### config.mk
export PLATFORM = sky130hd
export DESIGN_NAME = issue_scoreboard
export DESIGN_NICKNAME = d
export VERILOG_FILES = /design/src/rtl/issue_scoreboard.sv
export SDC_FILE = /design/constraint.sdc
export NUM_CORES = 1
export LEC_CHECK = 0
export CORE_AREA = 3 3 91 93
export DETAILED_ROUTE_END_ITERATION = 10
export DIE_AREA = 0 0 94 96
export HOLD_SLACK_MARGIN = 0.06
export PLACE_DENSITY = 0.72
export SLEW_MARGIN = 20
export SYNTH_ARGS = -nofsm -noshare
export SYNTH_HDL_FRONTEND = slang
export SYNTH_SLANG_ARGS = --single-unit
### constraint.sdc
create_clock -name clk -period 6.8 [get_ports clk]
set_clock_uncertainty 0.1 [all_clocks]
set_input_delay 1.36 -clock clk [delete_from_list [all_inputs] [get_ports clk]]
set_output_delay 1.36 -clock clk [all_outputs]
set_load 0.01 [all_outputs]
### src/rtl/issue_scoreboard.sv
// +----------------------------------------------------------------------------+
// | issue_scoreboard: register busy-bit scoreboard, in-flight limit and HALT     |
// | drain sequencing. Optional macro: ISSUE_SCOREBOARD_BYPASS_EN.               |
// | Revision: 1.0                                                               |
// +----------------------------------------------------------------------------+
`default_nettype none

module issue_scoreboard #(
  parameter int NUM_REGS     = 32,
  parameter int MAX_INFLIGHT = 4,
  parameter int CNT_W        = 3
) (
  input  logic                clk,
  input  logic                rst,
  input  logic                id_valid,
  input  logic [5:0]          id_opcode,
  input  logic [4:0]          id_rs,
  input  logic [4:0]          id_rt,
  input  logic [4:0]          id_rd,
  output logic                id_ready,
  input  logic                wb_valid,
  input  logic [4:0]          wb_rd,
  output logic                issue_valid,
  output logic [4:0]          issue_rd,
  output logic                issue_wen,
  output logic [NUM_REGS-1:0] busy_mask,
  output logic [CNT_W-1:0]    inflight,
  output logic                halted,
  output logic                sb_error
);

  localparam logic [5:0]       C_OP_R    = 6'b000000;
  localparam logic [5:0]       C_OP_J    = 6'b000010;
  localparam logic [5:0]       C_OP_HALT = 6'b111111;
  localparam logic [CNT_W-1:0] C_MAX_INF = CNT_W'(MAX_INFLIGHT);

  typedef enum logic [1:0] {
    ST_RUN    = 2'd0,
    ST_DRAIN  = 2'd1,
    ST_HALTED = 2'd2
  } state_t;

  state_t              state_q, state_d;
  logic [NUM_REGS-1:0] busy_q, busy_d;
  logic [CNT_W-1:0]    inflight_q, inflight_d;
  logic                issue_valid_q, issue_valid_d;
  logic [4:0]          issue_rd_q, issue_rd_d;
  logic                issue_wen_q, issue_wen_d;
  logic                sb_error_q, sb_error_d;

  logic                is_r, is_j, is_halt, reads_rs, reads_rt, wen, hazard, fire;
  logic [4:0]          dest;
  logic                wb_hit, wb_spurious;
  logic [NUM_REGS-1:0] wb_clr, haz_busy;
  logic [CNT_W-1:0]    haz_inflight;

  // Decode and writeback qualification
  always_comb begin
    is_r     = (id_opcode == C_OP_R);
    is_j     = (id_opcode == C_OP_J);
    is_halt  = (id_opcode == C_OP_HALT);
    reads_rs = ~is_j & ~is_halt;
    reads_rt = is_r;
    if (is_r)
      dest = id_rd;
    else if (is_j || is_halt)
      dest = 5'd0;
    else
      dest = id_rt;
    wen = (dest != 5'd0);

    wb_hit      = wb_valid && (wb_rd != 5'd0) && busy_q[wb_rd];
    wb_spurious = wb_valid && (wb_rd != 5'd0) && !busy_q[wb_rd];
    wb_clr      = '0;
    if (wb_hit)
      wb_clr[wb_rd] = 1'b1;
  end

  // Hazard view: with bypass, a retiring writeback already counts as free
  always_comb begin
`ifdef ISSUE_SCOREBOARD_BYPASS_EN
    haz_busy     = busy_q & ~wb_clr;
    haz_inflight = inflight_q - CNT_W'(wb_hit);
`else
    haz_busy     = busy_q;
    haz_inflight = inflight_q;
`endif
    hazard = (reads_rs && haz_busy[id_rs]) ||
             (reads_rt && haz_busy[id_rt]) ||
             (wen && haz_busy[dest]) ||
             (wen && (haz_inflight == C_MAX_INF));
    id_ready = (state_q == ST_RUN) && !hazard;
    fire     = id_valid && id_ready;
  end

  always_comb begin
    busy_d = busy_q & ~wb_clr;
    // Set after clear so a same-register set/clear leaves the bit busy
    if (fire && wen)
      busy_d[dest] = 1'b1;
    inflight_d    = inflight_q + CNT_W'(fire && wen) - CNT_W'(wb_hit);
    issue_valid_d = fire;
    issue_rd_d    = (fire && wen) ? dest : 5'd0;
    issue_wen_d   = fire && wen;
    sb_error_d    = sb_error_q || wb_spurious;

    state_d = state_q;
    case (state_q)
      ST_RUN:
        if (fire && is_halt)
          state_d = ST_DRAIN;
      ST_DRAIN:
        if ((inflight_q == '0) || ((inflight_q == CNT_W'(1)) && wb_hit))
          state_d = ST_HALTED;
      ST_HALTED:
        state_d = ST_HALTED;
      default:
        state_d = ST_RUN;
    endcase
  end

  always_ff @(posedge clk) begin
    if (rst) begin
      state_q       <= ST_RUN;
      busy_q        <= '0;
      inflight_q    <= '0;
      issue_valid_q <= 1'b0;
      issue_rd_q    <= 5'd0;
      issue_wen_q   <= 1'b0;
      sb_error_q    <= 1'b0;
    end else begin
      state_q       <= state_d;
      busy_q        <= busy_d;
      inflight_q    <= inflight_d;
      issue_valid_q <= issue_valid_d;
      issue_rd_q    <= issue_rd_d;
      issue_wen_q   <= issue_wen_d;
      sb_error_q    <= sb_error_d;
    end
  end

  assign issue_valid = issue_valid_q;
  assign issue_rd    = issue_rd_q;
  assign issue_wen   = issue_wen_q;
  assign busy_mask   = busy_q;
  assign inflight    = inflight_q;
  assign halted      = (state_q == ST_HALTED);
  assign sb_error    = sb_error_q;

endmodule

`default_nettype wire

; ---- Word-level counts from Yosys, hierarchy flattened
; Cells that the tools add are included.
[totals]
in_bits = 30
wordCells = 78
out_inout_bits = 45
register_bits = 45
[op_classes]
addsub = 2
eq_ne = 8
n_mux = 19
n_bitwise = 7
n_lt_le_gt_ge = 6
n_reduce_logical = 29
[ops]
columns = op, n
row1 = 32-bit two-way mux, 2
row2 = 32-bit bitwise AND, 1
row3 = 32-bit NOT, 1
row4 = 32-bit OR, 1
row5 = "5-bit by 6-bit < comparator with 1-bit output, second input constant", 4
row6 = 1-bit binary-select mux with 5-bit select, 4
row7 = 1-bit logical AND, 14
row8 = 1-bit demux with 5-bit select, 2
row9 = "5-bit by 1-bit greater-or-equal comparator with 1-bit output, second input constant", 2
row10 = 5-bit two-way mux, 2
row11 = 5-bit nonzero test, 2
row12 = "6-bit by 2-bit equality test with 1-bit output, second input constant", 1
row13 = "6-bit equality test, second input constant", 1
row14 = 6-bit logical NOT, 1
row15 = 1-bit logical OR, 6
row16 = 1-bit two-way mux, 6
row17 = 2-bit one-hot mux with 3 select lines, 1
row18 = 2-bit two-way mux, 2
row19 = 3-bit by 1-bit adder with 3-bit output, 1
row20 = "3-bit by 1-bit equality test with 1-bit output, second input constant", 1
row21 = "3-bit equality test, second input constant", 1
row22 = 3-bit logical NOT, 1
row23 = 1-bit NOT, 3
row24 = 3-bit by 1-bit subtractor with 3-bit output, 1
row25 = other kinds (9), 10

; ---- Depth between registers and ports, before layout
[logic_depth]
depth_word = 15
mapped_depth = 19
mapped_depth_nobuf = 16

; ---- Worst setup path before layout
; No wires, ideal clock.
[synth_path]
path_type = input port to flip-flop
from = in id_rs[0]
to = reg inflight_q[2] (netlist: inflight[2])
path_slack_ns = 1.654
required_time_ns = 6.572
path_buffers = 2
t_arrival_ns = 4.919
cell_stages = 17
setup_time_ns = 0.128
path_cell_list = buf_2 -> mux4_2 -> mux4_2 -> mux2_2 -> a221oi_1 -> nand3_1 -> a21oi_2 -> buf_4 -> nand2_1 -> ha_1 -> inv_1 -> ha_1 -> inv_1 -> fa_1 -> xor2_1 -> xnor2_1 -> nor2_1
[synth_between]
elab_chain_cells = 12
[synth_rtl]
columns = element, line_no
row1 = "start, declared", 17  ; input logic [4:0] id_rs,
row2 = 1-bit binary-select mux with 5-bit select, 88  ; hazard = (reads_rs && haz_busy[id_rs]) ||
row3 = 1-bit two-way mux (not written as such), 88
row4 = 1-bit logical AND, 88
row5 = 1-bit logical OR, 88
row6 = 1-bit logical OR, 89  ; (reads_rt && haz_busy[id_rt]) ||
row7 = 1-bit logical OR, 90  ; (wen && haz_busy[dest]) ||
row8 = 1-bit logical NOT, 92  ; id_ready = (state_q == ST_RUN) && !hazard;
row9 = 1-bit logical AND, 92
row10 = 1-bit logical AND, 93  ; fire = id_valid && id_ready;
row11 = 1-bit logical AND, 101  ; inflight_d = inflight_q + CNT_W'(fire && wen) - CNT_W'(wb_hit);
row12 = 3-bit by 1-bit adder with 3-bit output, 101
row13 = 3-bit by 1-bit subtractor with 3-bit output, 101
row14 = "end signal, assigned", 134  ; inflight_q <= inflight_d;
row15 = "end, declared", 45  ; logic [CNT_W-1:0] inflight_q, inflight_d;
; No other way between the ends. The select of a mux whose other input is x is not followed.
; A chain may end at the register's enable or synchronous reset.

; ---- Final worst setup path
[layout_path]
from = in id_opcode[5]
to = out id_ready
[layout_between]
elab_chain_cells = 11
word_cells_on_any_way = 21
cone_classes = 2 x eq/ne / 4 x mux / 3 x bitwise / 12 x reduce/logical
[layout_rtl]
columns = element, line_no
row1 = "start, declared", 16  ; input logic [5:0] id_opcode,
row2 = 6-bit by 2-bit equality test with 1-bit output / 6-bit equality test (equally long branches), "60, 61"
row3 = 1-bit logical OR, 66  ; else if (is_j || is_halt)
row4 = 5-bit two-way mux, 66
row5 = 5-bit two-way mux, 64  ; if (is_r)
row6 = 1-bit binary-select mux with 5-bit select, 90
row7 = 1-bit two-way mux (not written as such), 90
row8 = 1-bit logical AND, 90
row9 = 1-bit logical OR, 89
row10 = 1-bit logical OR *, 90
row11 = 1-bit logical NOT *, 92
row12 = 1-bit logical AND *, 92
row13 = "end, declared", 20  ; output logic id_ready,
; Every way passes the cells marked *; elsewhere a longest branch is shown, timed or not. The select of a mux whose other input is x is not followed.

==> metrics.yaml <==
maxSlewHeadroom_pct: 37.69
netlist_area_mm2: 0.003211
hp-start: "state_q[1]"
maxCapViolCount: 0
setup_viol: 0
end_kind: "output pin"
synth_top_area_share_pct: 28.06
hold_class: "reg -> reg"
port_buffers: 74
cpMostUsedCell: "clkdlybuf4s50_1"
dp_slack_ns: 0.3579
avgSynthCellArea_um2: 9.879
avgViaCountPerCell: 6.559
ys_async_sr_fraction_pct: 0
place_hpwl_um: 7771
n_fill_cell: 670
peakVddDrop_uv: 83.47
finalMaxSlewViolations: 0
drc: 0
leakagePower_nw: 1.392
post-cts-setup-buffers: 0
total_power_mw: 0.5885
crit_slowest_cell: "or4_4"
fin_tns_setup_ns: 0
synth_top_cells_by_area: "dfxtp_1 28%, mux4_2 20%, o211ai_1 4.7%"
min_period_ns: 6.335
detail_route.first_pass.iterations: 5
drtAntennaViolNets: 0
post-synth-top-count-cell: "dfxtp_1"
multi_input_area_mm2: 0.002171
synth.distinct_cells: 55
ys.flop_type: "dfxtp_1"
core_region_area_mm2: 0.007607
yosysWarningCount: 0
finalCritPeriodShare_pct: 93.16
power_density_mw_per_mm2: 142.7
initial_core_util_pct: 42.20
syn-num-nets: 362
path_cells: "clkdlybuf4s50_1, or4_4, nor3_2, a32oi_1, or3_1, o21bai_1, o211a_1, a21boi_0, o21a_1, clkdlybuf4s50_1"
first_global_vias: 3117
cts_max_level: 2
gr-usage-all-layers_pct: 23.67
rows: 32
layout.nets: 428
final_core_util_pct: 54.23
synthCells: 325
whs_endpoint: "state_q[1]"
rsz0062_at_grt: "no"
whs_path_depth: 2
seq_area_um2: 900.9
wl_per_cell_um: 21.32
ff2ff_path_depth: 16
ys_seq_area_share_pct: 28.06
timing.rr.start: "busy_mask[19]"
syn_to_final_growth_pct: 28.49
worstSetupPathType: "in -> out"
drive_gt1_share_pct: 16.07
setup_slack_ns: 0.4650
cp_max_fo: 8
cts_root_buf: "clkbuf_8"
diodes: 0
max_freq_ghz: 0.1579
hold_buffers: 0
max_stage_delay_ns: 0.58
outcome: "finished, final reports clean"
clkSinkCount: 45
antenna_found_initial: 0
cts_resized: 0
clk_latency_ns: 0.30
gp_congestion: 0.8727
drt_iter0_drc: 333
die_y_um: 96
die_x_um: 94
worst_pin_slew_ns: 0.9347
grt_pass1_wl_um: 16500
clockBufferDepth: 2
reg2reg_setup_slack_ns: 2.53
cts_tree: "done"
synth_top_cell_by_area: "dfxtp_1"
numCtsBuffers: 5
synth_edf_count: 0
arrival_ns: 4.88
overflow: 0
drt_wl_total_um: 10530
vias: 3240
clk_pin_slew_ns: 0.08
ys_ff_latch: 45
dieArea_mm2: 0.009024
start_kind: "input port"
cp.required_ns: 5.34
ios: 75
grt_max_degree: 38
yosys-top-cells-count: "45 x dfxtp_1, 29 x mux4_2, 21 x nand2_1"
hold_viol: 0
reg2reg_to: "inflight[2]"
## area by class of cell
cell class,count,area share (%)
tap,102,3.094
inverter,12,1.092
clock buffer,6,1.759
sequential,45,21.84
multi-input combinational,246,52.62
timing repair buffer,81,19.23
clock inverter,2,0.3640
## cells in the final DEF (no fill, tap or decap), types with 3 or more instances in the layout
cell type        count
dfxtp_1             45
or3_1                3
mux4_2              29
nor3b_1              3
nor3_1               3
ha_1                 6
nor2b_1              6
a221oi_1            11
buf_4                7
a32oi_1              5
nand4_1              6
mux2_2               5
nand3b_1             4
inv_1               11
a32o_1               9
nand2_1             21
and2_1              10
nor2_1              17
nand3_1             10
clkdlybuf4s50_1     74
o21ai_0             16
a21oi_1              9
o211ai_1            20
o21ai_1             13
clkbuf_8             5
and3_1               3
## flip-flops by register name, indices dropped and copies added, names as in the netlist
signal	count
issue_wen	1
issue_rd	5
busy_mask	32
issue_valid	1
inflight	3
sb_error	1
state_q	2
## stage by stage
step | hold WS (ns) | std cells | instance area, um^2
final | 0.3868 | 494 | 4125
after global placement | 0.3646 | 486 | 4029
after global routing | 0.4065 | 494 | 4125
after detailed placement | 0.3771 | 486 | 4029
after floorplan | 0.3515 | 325 | 3211
after CTS | 0.3886 | 494 | 4116
## report_power, final
group          total [mW]  leakage [nW]  switching [mW]  internal, mW
Sequential          0.281         0.364         0.00885         0.272
Clock               0.166        0.0374          0.0936        0.0725
Combinational       0.142         0.991          0.0731        0.0685
## logic make-up after synthesis
group,synth area share [%]
flops,28.06
mux,23.19
compound gates,22.14
simple gates,18.51
xor+xnor,0.5457
fa+ha+maj,2.962
buf+inv,4.598
## worst max path at each step
| stage | from | to | slack [ns] | depth (start not counted) |
|---|---|---|---|---|
| after detailed placement | id_opcode[4] | id_ready | 0.36 | 10 |
| after global placement | id_opcode[2] | id_ready | 0.43 | 10 |
| after floorplan | id_rs[0] | inflight[2] | 1.65 | 17 |
| final | id_opcode[5] | id_ready | 0.46 | 10 |
| after CTS | id_opcode[4] | id_ready | 0.30 | 10 |
| after global routing | id_opcode[5] | id_ready | 0.23 | 11 |
## worst max-delay path, delay by kind of cell
| kind | cells | cell delay (ns) |
|---|---|---|
| AOI/OAI and AO/OA | 5 | 1.00 |
| and+or+nand+nor | 3 | 1.53 |
| buffers and inverters | 2 | 0.98 |
## layer usage
metal  vias up  wire (um)  GRT usage, %
li1       1419          -             -
met1      1585       4174         30.80
met2       208       4958         39.44
met3        28       1084         4.535
met4         0        316         8.303
met5         -          0             0
Power figures use the tool's default switching activity.
